**src/rtl/jt34061_pkg.sv**
```systemverilog
// Shared constants for the JT34061 video timing slice: data width,
// register file indices and the timing register reset defaults.
package jt34061_pkg;

  localparam int W = 12;

  typedef enum logic [3:0] {
    HS_END      = 4'd0,
    HB_END      = 4'd1,
    HB_START    = 4'd2,
    H_TOTAL     = 4'd3,
    VS_END      = 4'd4,
    VB_END      = 4'd5,
    VB_START    = 4'd6,
    V_TOTAL     = 4'd7,
    DISP_UPDATE = 4'd8,
    DISP_START  = 4'd9,
    V_INT       = 4'd10,
    CONTROL1    = 4'd11,
    CONTROL2    = 4'd12,
    STATUS      = 4'd13,
    XY_OFFSET   = 4'd14
  } reg_idx_e;

  localparam logic [W-1:0] RST_HS_END     = 12'h010;
  localparam logic [W-1:0] RST_HB_END     = 12'h020;
  localparam logic [W-1:0] RST_HB_START   = 12'h1E0;
  localparam logic [W-1:0] RST_H_TOTAL    = 12'h200;
  localparam logic [W-1:0] RST_VS_END     = 12'h004;
  localparam logic [W-1:0] RST_VB_END     = 12'h010;
  localparam logic [W-1:0] RST_VB_START   = 12'h0F0;
  localparam logic [W-1:0] RST_V_TOTAL    = 12'h100;
  localparam logic [W-1:0] RST_V_INT      = 12'h0F0;
  localparam logic [W-1:0] RST_DISP_START = 12'h000;

  // Visible window is [lo, hi); an empty or inverted window never opens.
  function automatic logic in_window(input logic [W-1:0] cnt,
                                     input logic [W-1:0] lo,
                                     input logic [W-1:0] hi);
    return (cnt >= lo) && (cnt < hi);
  endfunction

endpackage

```
**src/rtl/jt34061_vtimer_if.sv**
```systemverilog
// Timing register inputs and decoded video timing outputs of jt34061_vtimer.
// master = register file side, slave = the timing core.
interface jt34061_vtimer_if;
  import jt34061_pkg::*;

  logic         pxl_cen;
  logic [W-1:0] hs_end;
  logic [W-1:0] hb_end;
  logic [W-1:0] hb_start;
  logic [W-1:0] h_total;
  logic [W-1:0] vs_end;
  logic [W-1:0] vb_end;
  logic [W-1:0] vb_start;
  logic [W-1:0] v_total;
  logic [W-1:0] v_int;
  logic [W-1:0] disp_start;
  logic         int_ack;

  logic [W-1:0] h_cnt;
  logic [W-1:0] v_cnt;
  logic         hs;
  logic         vs;
  logic         lhbl;
  logic         lvbl;
  logic         int_n;
  logic [W-1:0] disp_addr;
  logic         row_ld;

  modport master (
    output pxl_cen, hs_end, hb_end, hb_start, h_total,
           vs_end, vb_end, vb_start, v_total, v_int, disp_start, int_ack,
    input  h_cnt, v_cnt, hs, vs, lhbl, lvbl, int_n, disp_addr, row_ld
  );

  modport slave (
    input  pxl_cen, hs_end, hb_end, hb_start, h_total,
           vs_end, vb_end, vb_start, v_total, v_int, disp_start, int_ack,
    output h_cnt, v_cnt, hs, vs, lhbl, lvbl, int_n, disp_addr, row_ld
  );

endinterface

```
**src/rtl/jt34061_cnt.sv**
```systemverilog
// One timing axis: counter wrapping at total, with sync and blanking decoded
// from the new count in the same clk. Next-state values are exported for the top.
module jt34061_cnt
  import jt34061_pkg::*;
(
  input  logic         clk,
  input  logic         rst,
  input  logic         en_i,
  input  logic [W-1:0] total_i,
  input  logic [W-1:0] sync_end_i,
  input  logic [W-1:0] blk_end_i,
  input  logic [W-1:0] blk_start_i,
  output logic [W-1:0] cnt_o,
  output logic [W-1:0] cnt_nxt_o,
  output logic         sync_o,
  output logic         blank_n_o,
  output logic         blank_n_nxt_o,
  output logic         wrap_o
);

  logic [W-1:0] cnt_q, cnt_d;
  logic         sync_q, sync_d;
  logic         blank_n_q, blank_n_d;

  always_comb begin
    cnt_d     = cnt_q;
    sync_d    = sync_q;
    blank_n_d = blank_n_q;
    // >= so that a total shrunk below the current count wraps at once
    wrap_o    = en_i && (cnt_q >= total_i);
    if (en_i) begin
      cnt_d     = wrap_o ? '0 : cnt_q + 1'b1;
      sync_d    = cnt_d < sync_end_i;
      blank_n_d = in_window(cnt_d, blk_end_i, blk_start_i);
    end
  end

  always_ff @(posedge clk or posedge rst) begin
    if (rst) begin
      cnt_q     <= '0;
      sync_q    <= 1'b0;
      blank_n_q <= 1'b0;
    end else begin
      cnt_q     <= cnt_d;
      sync_q    <= sync_d;
      blank_n_q <= blank_n_d;
    end
  end

  assign cnt_o         = cnt_q;
  assign cnt_nxt_o     = cnt_d;
  assign sync_o        = sync_q;
  assign blank_n_o     = blank_n_q;
  assign blank_n_nxt_o = blank_n_d;

endmodule

```
**src/rtl/jt34061_vtimer.sv**
```systemverilog
// JT34061 video timing core: H/V counters, sync/blank, display row address,
// row_ld strobe and vertical interrupt (interrupt present only with JT34061_VINT_EN).
module jt34061_vtimer
  import jt34061_pkg::*;
(
  input  logic             clk,
  input  logic             rst,
  jt34061_vtimer_if.slave  vt_if
);

  logic [W-1:0] h_nxt, v_nxt;
  logic         h_wrap, v_wrap_unused;
  logic         lhbl_nxt_unused, lvbl_nxt;

  jt34061_cnt u_hcnt (
    .clk          (clk),
    .rst          (rst),
    .en_i         (vt_if.pxl_cen),
    .total_i      (vt_if.h_total),
    .sync_end_i   (vt_if.hs_end),
    .blk_end_i    (vt_if.hb_end),
    .blk_start_i  (vt_if.hb_start),
    .cnt_o        (vt_if.h_cnt),
    .cnt_nxt_o    (h_nxt),
    .sync_o       (vt_if.hs),
    .blank_n_o    (vt_if.lhbl),
    .blank_n_nxt_o(lhbl_nxt_unused),
    .wrap_o       (h_wrap)
  );

  jt34061_cnt u_vcnt (
    .clk          (clk),
    .rst          (rst),
    .en_i         (h_wrap),
    .total_i      (vt_if.v_total),
    .sync_end_i   (vt_if.vs_end),
    .blk_end_i    (vt_if.vb_end),
    .blk_start_i  (vt_if.vb_start),
    .cnt_o        (vt_if.v_cnt),
    .cnt_nxt_o    (v_nxt),
    .sync_o       (vt_if.vs),
    .blank_n_o    (vt_if.lvbl),
    .blank_n_nxt_o(lvbl_nxt),
    .wrap_o       (v_wrap_unused)
  );

  logic [W-1:0] disp_q, disp_d;
  logic         row_ld_q, row_ld_d;

  always_comb begin
    disp_d   = disp_q;
    row_ld_d = vt_if.pxl_cen && (h_nxt == vt_if.hb_end) && vt_if.lvbl;
    if (h_wrap) begin
      if (v_nxt == vt_if.vb_end)
        disp_d = vt_if.disp_start;
      else if (lvbl_nxt)
        disp_d = disp_q + 1'b1;
    end
  end

  always_ff @(posedge clk or posedge rst) begin
    if (rst) begin
      disp_q   <= '0;
      row_ld_q <= 1'b0;
    end else begin
      disp_q   <= disp_d;
      row_ld_q <= row_ld_d;
    end
  end

  assign vt_if.disp_addr = disp_q;
  assign vt_if.row_ld    = row_ld_q;

`ifdef JT34061_VINT_EN
  logic int_n_q, int_n_d;

  always_comb begin
    int_n_d = int_n_q;
    if (vt_if.int_ack)
      int_n_d = 1'b1;
    // A new interrupt event beats a simultaneous acknowledge
    if (h_wrap && (v_nxt == vt_if.v_int))
      int_n_d = 1'b0;
  end

  always_ff @(posedge clk or posedge rst) begin
    if (rst) int_n_q <= 1'b1;
    else     int_n_q <= int_n_d;
  end

  assign vt_if.int_n = int_n_q;
`else
  logic unused_int;
  assign unused_int  = ^{vt_if.v_int, vt_if.int_ack};
  assign vt_if.int_n = 1'b1;
`endif

endmodule
```
**src/flat_wrapper.sv**
```systemverilog
// flat-port wrapper written by rule: the top's interface ports become plain ports
module jt34061_vtimer_flat import jt34061_pkg::*;
  (clk, rst, vt_if_pxl_cen, vt_if_hs_end, vt_if_hb_end, vt_if_hb_start, vt_if_h_total, vt_if_vs_end, vt_if_vb_end, vt_if_vb_start, vt_if_v_total, vt_if_v_int, vt_if_disp_start, vt_if_int_ack, vt_if_h_cnt, vt_if_v_cnt, vt_if_hs, vt_if_vs, vt_if_lhbl, vt_if_lvbl, vt_if_int_n, vt_if_disp_addr, vt_if_row_ld);
  jt34061_vtimer_if vt_if_i ();
  input  logic clk;
  input  logic rst;
  input wire logic [$bits(vt_if_i.pxl_cen)-1:0] vt_if_pxl_cen;
  input wire logic [$bits(vt_if_i.hs_end)-1:0] vt_if_hs_end;
  input wire logic [$bits(vt_if_i.hb_end)-1:0] vt_if_hb_end;
  input wire logic [$bits(vt_if_i.hb_start)-1:0] vt_if_hb_start;
  input wire logic [$bits(vt_if_i.h_total)-1:0] vt_if_h_total;
  input wire logic [$bits(vt_if_i.vs_end)-1:0] vt_if_vs_end;
  input wire logic [$bits(vt_if_i.vb_end)-1:0] vt_if_vb_end;
  input wire logic [$bits(vt_if_i.vb_start)-1:0] vt_if_vb_start;
  input wire logic [$bits(vt_if_i.v_total)-1:0] vt_if_v_total;
  input wire logic [$bits(vt_if_i.v_int)-1:0] vt_if_v_int;
  input wire logic [$bits(vt_if_i.disp_start)-1:0] vt_if_disp_start;
  input wire logic [$bits(vt_if_i.int_ack)-1:0] vt_if_int_ack;
  output wire logic [$bits(vt_if_i.h_cnt)-1:0] vt_if_h_cnt;
  output wire logic [$bits(vt_if_i.v_cnt)-1:0] vt_if_v_cnt;
  output wire logic [$bits(vt_if_i.hs)-1:0] vt_if_hs;
  output wire logic [$bits(vt_if_i.vs)-1:0] vt_if_vs;
  output wire logic [$bits(vt_if_i.lhbl)-1:0] vt_if_lhbl;
  output wire logic [$bits(vt_if_i.lvbl)-1:0] vt_if_lvbl;
  output wire logic [$bits(vt_if_i.int_n)-1:0] vt_if_int_n;
  output wire logic [$bits(vt_if_i.disp_addr)-1:0] vt_if_disp_addr;
  output wire logic [$bits(vt_if_i.row_ld)-1:0] vt_if_row_ld;
  assign vt_if_i.pxl_cen = vt_if_pxl_cen;
  assign vt_if_i.hs_end = vt_if_hs_end;
  assign vt_if_i.hb_end = vt_if_hb_end;
  assign vt_if_i.hb_start = vt_if_hb_start;
  assign vt_if_i.h_total = vt_if_h_total;
  assign vt_if_i.vs_end = vt_if_vs_end;
  assign vt_if_i.vb_end = vt_if_vb_end;
  assign vt_if_i.vb_start = vt_if_vb_start;
  assign vt_if_i.v_total = vt_if_v_total;
  assign vt_if_i.v_int = vt_if_v_int;
  assign vt_if_i.disp_start = vt_if_disp_start;
  assign vt_if_i.int_ack = vt_if_int_ack;
  assign vt_if_h_cnt = vt_if_i.h_cnt;
  assign vt_if_v_cnt = vt_if_i.v_cnt;
  assign vt_if_hs = vt_if_i.hs;
  assign vt_if_vs = vt_if_i.vs;
  assign vt_if_lhbl = vt_if_i.lhbl;
  assign vt_if_lvbl = vt_if_i.lvbl;
  assign vt_if_int_n = vt_if_i.int_n;
  assign vt_if_disp_addr = vt_if_i.disp_addr;
  assign vt_if_row_ld = vt_if_i.row_ld;
  jt34061_vtimer u_core (.clk(clk), .rst(rst), .vt_if(vt_if_i));
endmodule
```
**config.mk**
```make
export PLATFORM = sky130hd
export DESIGN_NAME = jt34061_vtimer_flat
export DESIGN_NICKNAME = d
export VERILOG_FILES = /design/src/rtl/jt34061_pkg.sv /design/src/rtl/jt34061_vtimer_if.sv /design/src/rtl/jt34061_cnt.sv /design/src/rtl/jt34061_vtimer.sv /design/src/flat_wrapper.sv
export SDC_FILE = /design/constraint.sdc
export NUM_CORES = 1
export LEC_CHECK = 0
export BUFFER_PORTS_ARGS = -buffer_cell sky130_fd_sc_hd__buf_2
export CAP_MARGIN = 20
export CORE_ASPECT_RATIO = 0.6
export CORE_UTILIZATION = 30
export DETAILED_ROUTE_END_ITERATION = 10
export GPL_TIMING_DRIVEN = 1
export HOLD_SLACK_MARGIN = 0.02
export MAX_ROUTING_LAYER = met4
export PLACE_DENSITY_LB_ADDON = 0.05
export SYNTH_ARGS = -nofsm -noshare
export SYNTH_HDL_FRONTEND = slang
export SYNTH_SLANG_ARGS = --single-unit
```
**constraint.sdc**
```tcl
create_clock -name clk -period 5.2 [get_ports clk]
set_clock_uncertainty 0.2 [all_clocks]
set_input_delay 1.04 -clock clk [delete_from_list [all_inputs] [get_ports clk]]
set_output_delay 1.04 -clock clk [all_outputs]
set_load 0.01 [all_outputs]
```
=== Word level (Yosys, flattened, before mapping) ===
Cells that the tools add are included.

* Output and inout bits: 42
* Bits in registers: 41
* Logic and storage cells: 36
* Memory bits (read-only): 0
* Latch bits: 0
* Memory bits (writable): 0
* Input bits: 124
* Memories kept: 0

* Equal/unequal tests: 2
* Div/mod/pow operators: 0
* Bitwise gates (word level): 0
* Shift operators: 0
* Reduce and logical (&&, ||, !) cells: 8
* Add/subtract/negate cells: 3
* Order comparisons: 8
* Muxes and demuxes: 7
* Multiply operators: 0

{| class="wikitable"
|+ Operators by type and width
! kind !! number
|-
| $mux 12 || 6
|-
| $ge 12x12->1 || 4
|-
| $lt 12x12->1 || 4
|-
| $add 12x1->12 const B || 3
|-
| $eq 12x12->1 || 2
|-
| $logic_and 1x1->1 || 6
|-
| $reduce_and 2->1 || 1
|-
| $reduce_bool 2->1 || 1
|-
| $mux 1 || 1
|}

=== Depth between registers and ports, before layout ===
Gate-level depths: netlist (run 1).

* Depth after elaboration: 9
* Depth in mapped cells: 24
* Mapped depth without buffers: 20

=== By module ===
A second synthesis (run 1) with hierarchy kept.

* Cell total of the unflattened synthesis: 626
* Area, all modules: 5136.2 um^2

{| class="wikitable"
|+ By module, submodules not included
! module !! cells each !! area an instance (um^2) !! times used
|-
| jt34061_cnt (u_core.u_vcnt) || 251 || 2029.4 || 1
|-
| jt34061_cnt (u_core.u_hcnt) || 256 || 2020.7 || 1
|-
| jt34061_vtimer || 119 || 1086.0 || 1
|}

=== Least setup slack after synthesis (run 1) ===
No wires, ideal clock.

* Path kind: input to register
* Start: in vt_if_h_total[7]
* End: reg u_core.disp_q[3] (netlist: u_core.vt_if.disp_addr[3])
* Arrival: 4.994 ns
* Setup slack: -0.136 ns
* Library setup time: 0.142 ns
* Stages: 24
* Required time: 4.858 ns
* Cells stage by stage: inv_1 > ha_1 > nand2_1 > nor3_1 > a21oi_1 > o21a_1 > buf_6 > clkbuf_8 > nor2_1 > clkbuf_1 > nor2_1 > ha_1 > nand4_1 > nor2_1 > nand4_1 > a2111oi_0 > nor2_1 > a222oi_1 > nor3_1 > and2_1 > buf_1 > o21bai_1 > a21oi_1 > a311oi_2

* Word-level cells in the longest chain between the ends: 9

{| class="wikitable"
|+ RTL lines
! item !! RTL line !! text
|-
| start: declaration || flat_wrapper.sv:11 || <nowiki>input wire logic [$bits(vt_if_i.h_total)-1:0] vt_if_h_total;</nowiki>
|-
| $ge 12x12->1 * || jt34061_cnt.sv:30 || <nowiki>wrap_o = en_i && (cnt_q >= total_i);</nowiki>
|-
| $logic_and 1x1->1 * || jt34061_cnt.sv:30 ||
|-
| $logic_and 1x1->1 || jt34061_cnt.sv:30 ||
|-
| $mux 12 || jt34061_cnt.sv:32 || <nowiki>cnt_d = wrap_o ? '0 : cnt_q + 1'b1;</nowiki>
|-
| $ge 12x12->1 / $lt 12x12->1 (equally long branches) || jt34061_pkg.sv:40 || <nowiki>return (cnt >= lo) && (cnt < hi);</nowiki>
|-
| $logic_and 1x1->1 || jt34061_pkg.sv:40 ||
|-
| $mux 1 || jt34061_cnt.sv:31 || <nowiki>if (en_i) begin</nowiki>
|-
| $reduce_bool 2->1 (no source line) || - ||
|-
| $reduce_and 2->1 (no source line) || - ||
|-
| end signal: assignment || jt34061_vtimer.sv:66 || <nowiki>disp_q <= disp_d;</nowiki>
|-
| end: declaration || jt34061_vtimer.sv:47 || <nowiki>logic [W-1:0] disp_q, disp_d;</nowiki>
|}

Mark *: on every way between the ends. The rest lies on a longest branch, timed or not.
A chain may end at the register's enable or synchronous reset.

=== Worst setup path after layout (run 1) ===
* Start: in vt_if_v_total[0]
* End: reg u_core.disp_q[6] (netlist: u_core.vt_if.disp_addr[6])

* Word-level cells in the longest chain between the ends: 8

{| class="wikitable"
|+ RTL lines
! item !! RTL line !! text
|-
| start: declaration || flat_wrapper.sv:15 || <nowiki>input wire logic [$bits(vt_if_i.v_total)-1:0] vt_if_v_total;</nowiki>
|-
| $ge 12x12->1 * || jt34061_cnt.sv:30 ||
|-
| $logic_and 1x1->1 * || jt34061_cnt.sv:30 ||
|-
| $mux 12 * || jt34061_cnt.sv:32 ||
|-
| $ge 12x12->1 / $lt 12x12->1 (equally long branches) || jt34061_pkg.sv:40 ||
|-
| $logic_and 1x1->1 || jt34061_pkg.sv:40 ||
|-
| $mux 1 || jt34061_cnt.sv:31 ||
|-
| $reduce_bool 2->1 (no source line) || - ||
|-
| $reduce_and 2->1 (no source line) || - ||
|}

Marks and branches as above.

==> impl_metrics.yaml, run 1 <==
outcome:
  outcome: "finished, final reports clean"
cts:
  clkLatencyLatePin_ps: 290
  cts_sinks: 41
  clock_path_buffers: 2
  cts_setup_buffers: 0
  cts_tree: "yes"
  cts_buffers: 5
  hold_buffers: 0
  htreeDepth: 2
  clkTransAtPathRegs_ps: 70
  root_buffer: "clkbuf_16"
power_and_ir_drop:
  power-per-cell-area_nw_per_um2: 335.2
  p_leak_nw: 3.865
  irDropWorstVdd_mv: 0.1259
global_routing:
  grt_antenna_before_repair: 1
  grt.total_usage: 0.2127
  grt_pass1_wl_mm: 29.86
  grt-ovfl-total: 0
  grt_pass1_vias: 5451
  grt_max_degree: 42
critical_path:
  startpoint_type: "input port"
  path_class: "input port to flop"
  crit_start: "vt_if_v_total[0]"
  r2r-start: "u_core.u_vcnt.cnt_o[0]$_DFF_PP0_"
  cp_max_fo: 7
  end_kind: "flop"
  cp.arrival_ps: 4910
  required_ps: 5170
floorplanning:
  initial_utilization: 0.3110
  rows: 37
  die_y_um: 105.9
  ios: 166
  core_region_area_sq_um: 17360
  die_area_sq_um: 18550
  dieWidth_um: 175.2
timing:
  slew_violations: 0
  min_period_over_period: 0.9501
  slew_headroom: 0.6617
  finalCriticalPeriod_ps: 4940
  rsz0062_at_grt: "false"
  max_freq_mhz: 202.4
  tightest_slew_ps: 500.9
  hold_violations: 0
  setup_viol: 0
  fin_ws_ps: 259.6
place:
  io_buffers: 151
  gp_congestion: 0.8539
  hpwl_mm: 15.50
  dp_slack_ps: -649.1
synth:
  netlist_area_sq_um: 5399
  yosys.cell_types.count: 78
  synth_seq_area_share: 0.1900
  syn_inst: 669
  yosysWarnings: 0
  synthesis.nets: 885
  syn_avg_cell_area_sq_um: 8.070
  ys_ff_latch: 41
  synth_edf_count: 0
  synthFlopType: "dfrtp_1"
  async_flop_share: 1.000
layout:
  final_util: 0.4083
  fin_nets: 1093
  syn2layout_area_growth_pct: 31.29
  drive_gt1_frac: 0.3132
  fill_cells: 1787
route:
  drt-wirelength-per-cell_um: 16.95
  drt-initial-drc-count: 273
  drc: 0
  drt_pass1_iterations: 5
  vias: 5522
  via_per_inst: 4.961
  wl_mm: 18.87
  ant_nets: 0
worst_hold_path:
  hp-start: "u_core.u_hcnt.sync_o$_DFFE_PP0P_"
  min_path_type: "flop to flop"
job:
  drv_cap: 0
cell usage in the layout (no fill, tap or decap), types with 7 or more instances in the layout:
master and instances:
ha_1 92, o31ai_1 7, buf_4 67, nor2_1 44, and3_1 12, nand4_1 14
xnor2_1 22, nand2_1 49, o21ai_0 26, a21oi_1 40, nand3_1 16, nor2b_1 8
and2_1 7, buf_2 151, a211oi_1 9, xor2_1 12, dfrtp_1 41, nand2b_1 8
mux2_2 8, inv_1 99, a21o_1 17
synthesized netlist by cell type (all sizes together), types with 3 or more instances:
cell	count	area, sq um
o31ai	10	107.6
nor2	48	185.2
buf	9	72.56
o21ai	30	150.1
o22a	3	26.28
and3	13	82.58
o311ai	3	26.28
nand2	49	183.9
nor2b	8	50.05
xnor2	22	192.7
nand4	14	87.58
nand2b	9	63.81
clkbuf	11	61.31
o211ai	6	45.04
and2	10	63.81
a21o	19	151.4
a21oi	43	230.2
or3	5	36.28
and4	3	26.28
inv	100	375.4
dfrtp	41	1026
a211oi	10	80.07
a2111oi	5	81.33
nor3	8	45.04
mux2i	3	30.03
xor2	12	105.1
nand3	16	80.08
a221oi	6	52.55
ha	92	1151
mux2	8	90.09
o21a	5	37.54
a2bb2oi	3	26.28
or2	4	27.53
nor4	5	31.28
o22ai	5	31.28
a31oi	5	31.28
registers in the layout, indices dropped and copies added, names as in the netlist:
name	flops
u_core.u_vcnt.blank_n_o	1
u_core.u_hcnt.sync_o	1
u_core.u_hcnt.blank_n_o	1
u_core.u_vcnt.sync_o	1
u_core.u_hcnt.cnt_o	12
u_core.vt_if.disp_addr	12
u_core.vt_if.row_ld	1
u_core.u_vcnt.cnt_o	12
where the power goes:
part	total, mW	switching, mW	internal (mW)	leakage [nW]
Clock	0.388	0.148	0.240	0.0831
Combinational	1.53	0.862	0.668	3.24
Sequential	0.457	0.0664	0.391	0.537
layer usage:
metal,GRT usage,routed length [um],vias to the layer above
met5,-,0,-
met4,0.02050,44,0
met3,0.02933,1109,2
met2,0.2789,6985,173
met1,0.3423,10730,2543
li1,-,-,2804
worst max-delay path, stage by stage:
cell and delay [ps]:
buf_2 100, ha_1 260, nand2b_4 150, a2111oi_4 350, o31ai_4 140, buf_4 190
a21o_4 220, nand2_1 120, and2_4 170, ha_1 170, o211ai_1 100, nand3b_1 80
nand4_1 150, buf_4 180, or3_1 290, a222oi_1 410, or3_1 220, nor2_1 60
buf_4 150, a221oi_1 260, a221oi_1 80
final timing paths:
check,cells after the start,slack (ps),to
min in group asynchronous,2,430,u_core.vt_if.disp_addr[11]$_DFFE_PP0P_
max reg2reg,21,570,u_core.vt_if.disp_addr[6]$_DFFE_PP0P_
min reg2reg,2,330,u_core.u_hcnt.sync_o$_DFFE_PP0P_
max,21,260,u_core.vt_if.disp_addr[6]$_DFFE_PP0P_
min,2,330,u_core.u_hcnt.sync_o$_DFFE_PP0P_
max in group asynchronous,3,3890,u_core.u_vcnt.cnt_o[1]$_DFF_PP0_
stage by stage:
stage / instance area (sq um) / setup TNS (ps) / cells / hold WS, ps / total power, mW
after floorplan: 5401 / 0 / 669 / 333.8 / 1.410
after global placement: 6842 / -5492 / 1102 / 298.3 / 1.941
after detailed placement: 6842 / -6596 / 1102 / 311.1 / 1.971
after CTS: 7030 / 0 / 1110 / 338.4 / 2.379
after global routing: 7088 / 0 / 1113 / 373.2 / 2.606
final: 7088 / 0 / 1113 / 330.3 / 2.376
kinds of logic after synthesis:
group | count (synthesis) | share of synthesized area
AND/OR/NAND/NOR | 197 | 0.1896
AO/OA/AOI/OAI | 172 | 0.2329
buffers and inverters | 120 | 0.09432
adder cells (fa/ha/maj) | 93 | 0.2151
flip-flops | 41 | 0.1900
XOR/XNOR | 34 | 0.05516
multiplexers | 11 | 0.02225
other | 1 | 0.0006946
layout make-up:
type                       instances  area [sq um]  share of cell area
multi-input combinational        509          3916              0.5525
timing repair buffer             220          1299              0.1832
sequential                        41          1026              0.1447
inverter                         100         375.4             0.05296
tap                              234         292.8             0.04131
clock buffer                       6         138.9             0.01959
clock inverter                     2         37.54            0.005296
antenna                            1         2.502           0.0003530
timing repair:
action | CTS | global route
setup endpoints to repair | 12 | 12
resized for setup | 3 | 10
cloned | 0 | 1
pin swaps | 0 | 6
No activity file was read; power rests on OpenSTA's default activity.
==> inputs of run 2 (changes only) <==
Settings changed: CELL_PAD_IN_SITES_DETAIL_PLACEMENT set to 0, CELL_PAD_IN_SITES_GLOBAL_PLACEMENT set to 1.
==> run 2 against run 1 <==
  * Core utilization down 0.30 points
  * Sequential share of layout area increased by 0.11 points
  * Final cell count shrank 0.36%
  * Wire length down 0.31%
  * Setup slack better by 5.3 ps
  * Sequential power grew 1%
  * Global-route usage barely moved
  * Die area unchanged
  * Critical endpoint unchanged
  * Highest routed layer unchanged
==> impl_metrics.yaml, run 2 (synthesized netlist as in run 1, its figures left out) <==
route:
  drt-wirelength-per-cell_um: 16.96
  wl_mm: 18.81
  vias: 5446
  drt_pass1_iterations: 4
  drc: 0
  drt-initial-drc-count: 245
  ant_nets: 0
  via_per_inst: 4.911
layout:
  diodes: 0
  fin_area_sq_um: 7037
  fin_nets: 1090
  drive_gt1_frac: 0.3086
  final_common_cell: "buf_2"
  syn2layout_area_growth_pct: 30.34
  layout_common_cells: "buf_2, inv_1, ha_1"
  instances_no_fill: 1109
power_and_ir_drop:
  total_power_mw: 2.398
  irDropWorstVdd_mv: 0.1498
  p_leak_nw: 3.847
  power-per-cell-area_nw_per_um2: 340.8
floorplanning:
  ios: 166
  dieWidth_um: 175.2
  rows: 37
  die_area_sq_um: 18550
  initial_utilization: 0.3110
  die_y_um: 105.9
  core_region_area_sq_um: 17360
cts:
  root_buffer: "clkbuf_16"
  cts_sinks: 41
  hold_buffers: 0
  clkTransAtPathRegs_ps: 70
  cts-resized-gates: 0
  cts_setup_buffers: 0
  htreeDepth: 2
  clkLatencyLatePin_ps: 290
  cts_buffers: 5
  cts_tree: "yes"
  clock_path_buffers: 2
global_routing:
  grt_pass1_vias: 5445
  grt.total_usage: 0.2130
  grt_antenna_before_repair: 0
  grt_pass1_wl_mm: 29.79
  grt-ovfl-total: 0
  grt_max_degree: 42
critical_path:
  path_class: "input port to flop"
  startpoint_type: "input port"
  cp.arrival_ps: 4900
  cp_max_fo: 4
  required_ps: 5160
  end_kind: "flop"
worst_hold_path:
  min_path_type: "flop to flop"
timing:
  finalCriticalPeriod_ps: 4935
  hold_violations: 0
  timing.hold.ws_ps: 313.5
  min_period_over_period: 0.9491
  slew_violations: 0
  max_freq_mhz: 202.6
  setup_viol: 0
place:
  dp.cells: 1100
  io_buffers: 151
  gp_congestion: 0.8513
  hpwl_mm: 15.44
  place_area_sq_um: 6814
outcome:
  outcome: "finished, final reports clean"
job:
  drv_cap: 0
run 2: changes by cell type in the layout (fill, tap and decap cells not counted), sizes merged:
cell,delta
buf,-2
nor2,-1
diode,-1
clkinvlp,-1
clkbuf,+1
run 2: layout make-up:
cell class                 count  area (sq um)
clock buffer                   7         142.6
clock inverter                 1         30.03
fill                        1850         10320
inverter                     100         375.4
multi-input combinational    508          3899
sequential                    41          1026
tap                          234         292.8
timing repair buffer         218          1271
run 2: worst paths after layout:
check	from	end	slack [ps]	cells after the start
max	vt_if_v_total[0]	u_core.vt_if.disp_addr[6]$_DFFE_PP0P_	260	22
min	u_core.u_vcnt.sync_o$_DFFE_PP0N_	u_core.u_vcnt.sync_o$_DFFE_PP0N_	310	2
max reg2reg	u_core.u_vcnt.cnt_o[0]$_DFF_PP0_	u_core.vt_if.disp_addr[6]$_DFFE_PP0P_	600	18
min reg2reg	u_core.u_vcnt.sync_o$_DFFE_PP0N_	u_core.u_vcnt.sync_o$_DFFE_PP0N_	310	2
max in group asynchronous	rst	u_core.u_vcnt.cnt_o[0]$_DFF_PP0_	3900	3
min in group asynchronous	rst	u_core.vt_if.disp_addr[9]$_DFFE_PP0P_	440	2
run 2: per-layer routing:
layer,GRT usage,wire length (um),vias to the layer above
met2,0.2826,7073,159
met5,-,0,-
met1,0.3356,10580,2482
met3,0.03433,1100,4
li1,-,-,2801
met4,0.02484,52,0
run 2: metrics by stage:
stage                     setup TNS (ps)  utilization  setup WS, ps
final                                  0       0.4053         264.9
after CTS                              0       0.4025         15.60
after detailed placement           -2235       0.3925        -291.0
after global placement             -2059       0.3925        -257.4
after floorplan                        0            -         7.338
after global routing              -2.454       0.4053        -2.454
run 2: worst max-delay path: stages:
cell       delay (ps)
buf_2             100
ha_1              270
nand2b_4          150
a2111oi_4         330
o31ai_4           140
a21oi_4           160
nor2_1             70
buf_4             140
a21oi_1           120
buf_4             160
ha_1              150
o211ai_1          100
nand3b_1          110
nand4_1           180
buf_4             200
or3_1             290
a222oi_1          420
or3_1             220
nor2_1             60
buf_4             150
a221oi_1          240
a221oi_1           80
run 2: report_power, final:
part | switching (mW) | internal (mW)
registers | 0.0709 | 0.391
clock network | 0.141 | 0.241
logic | 0.876 | 0.679
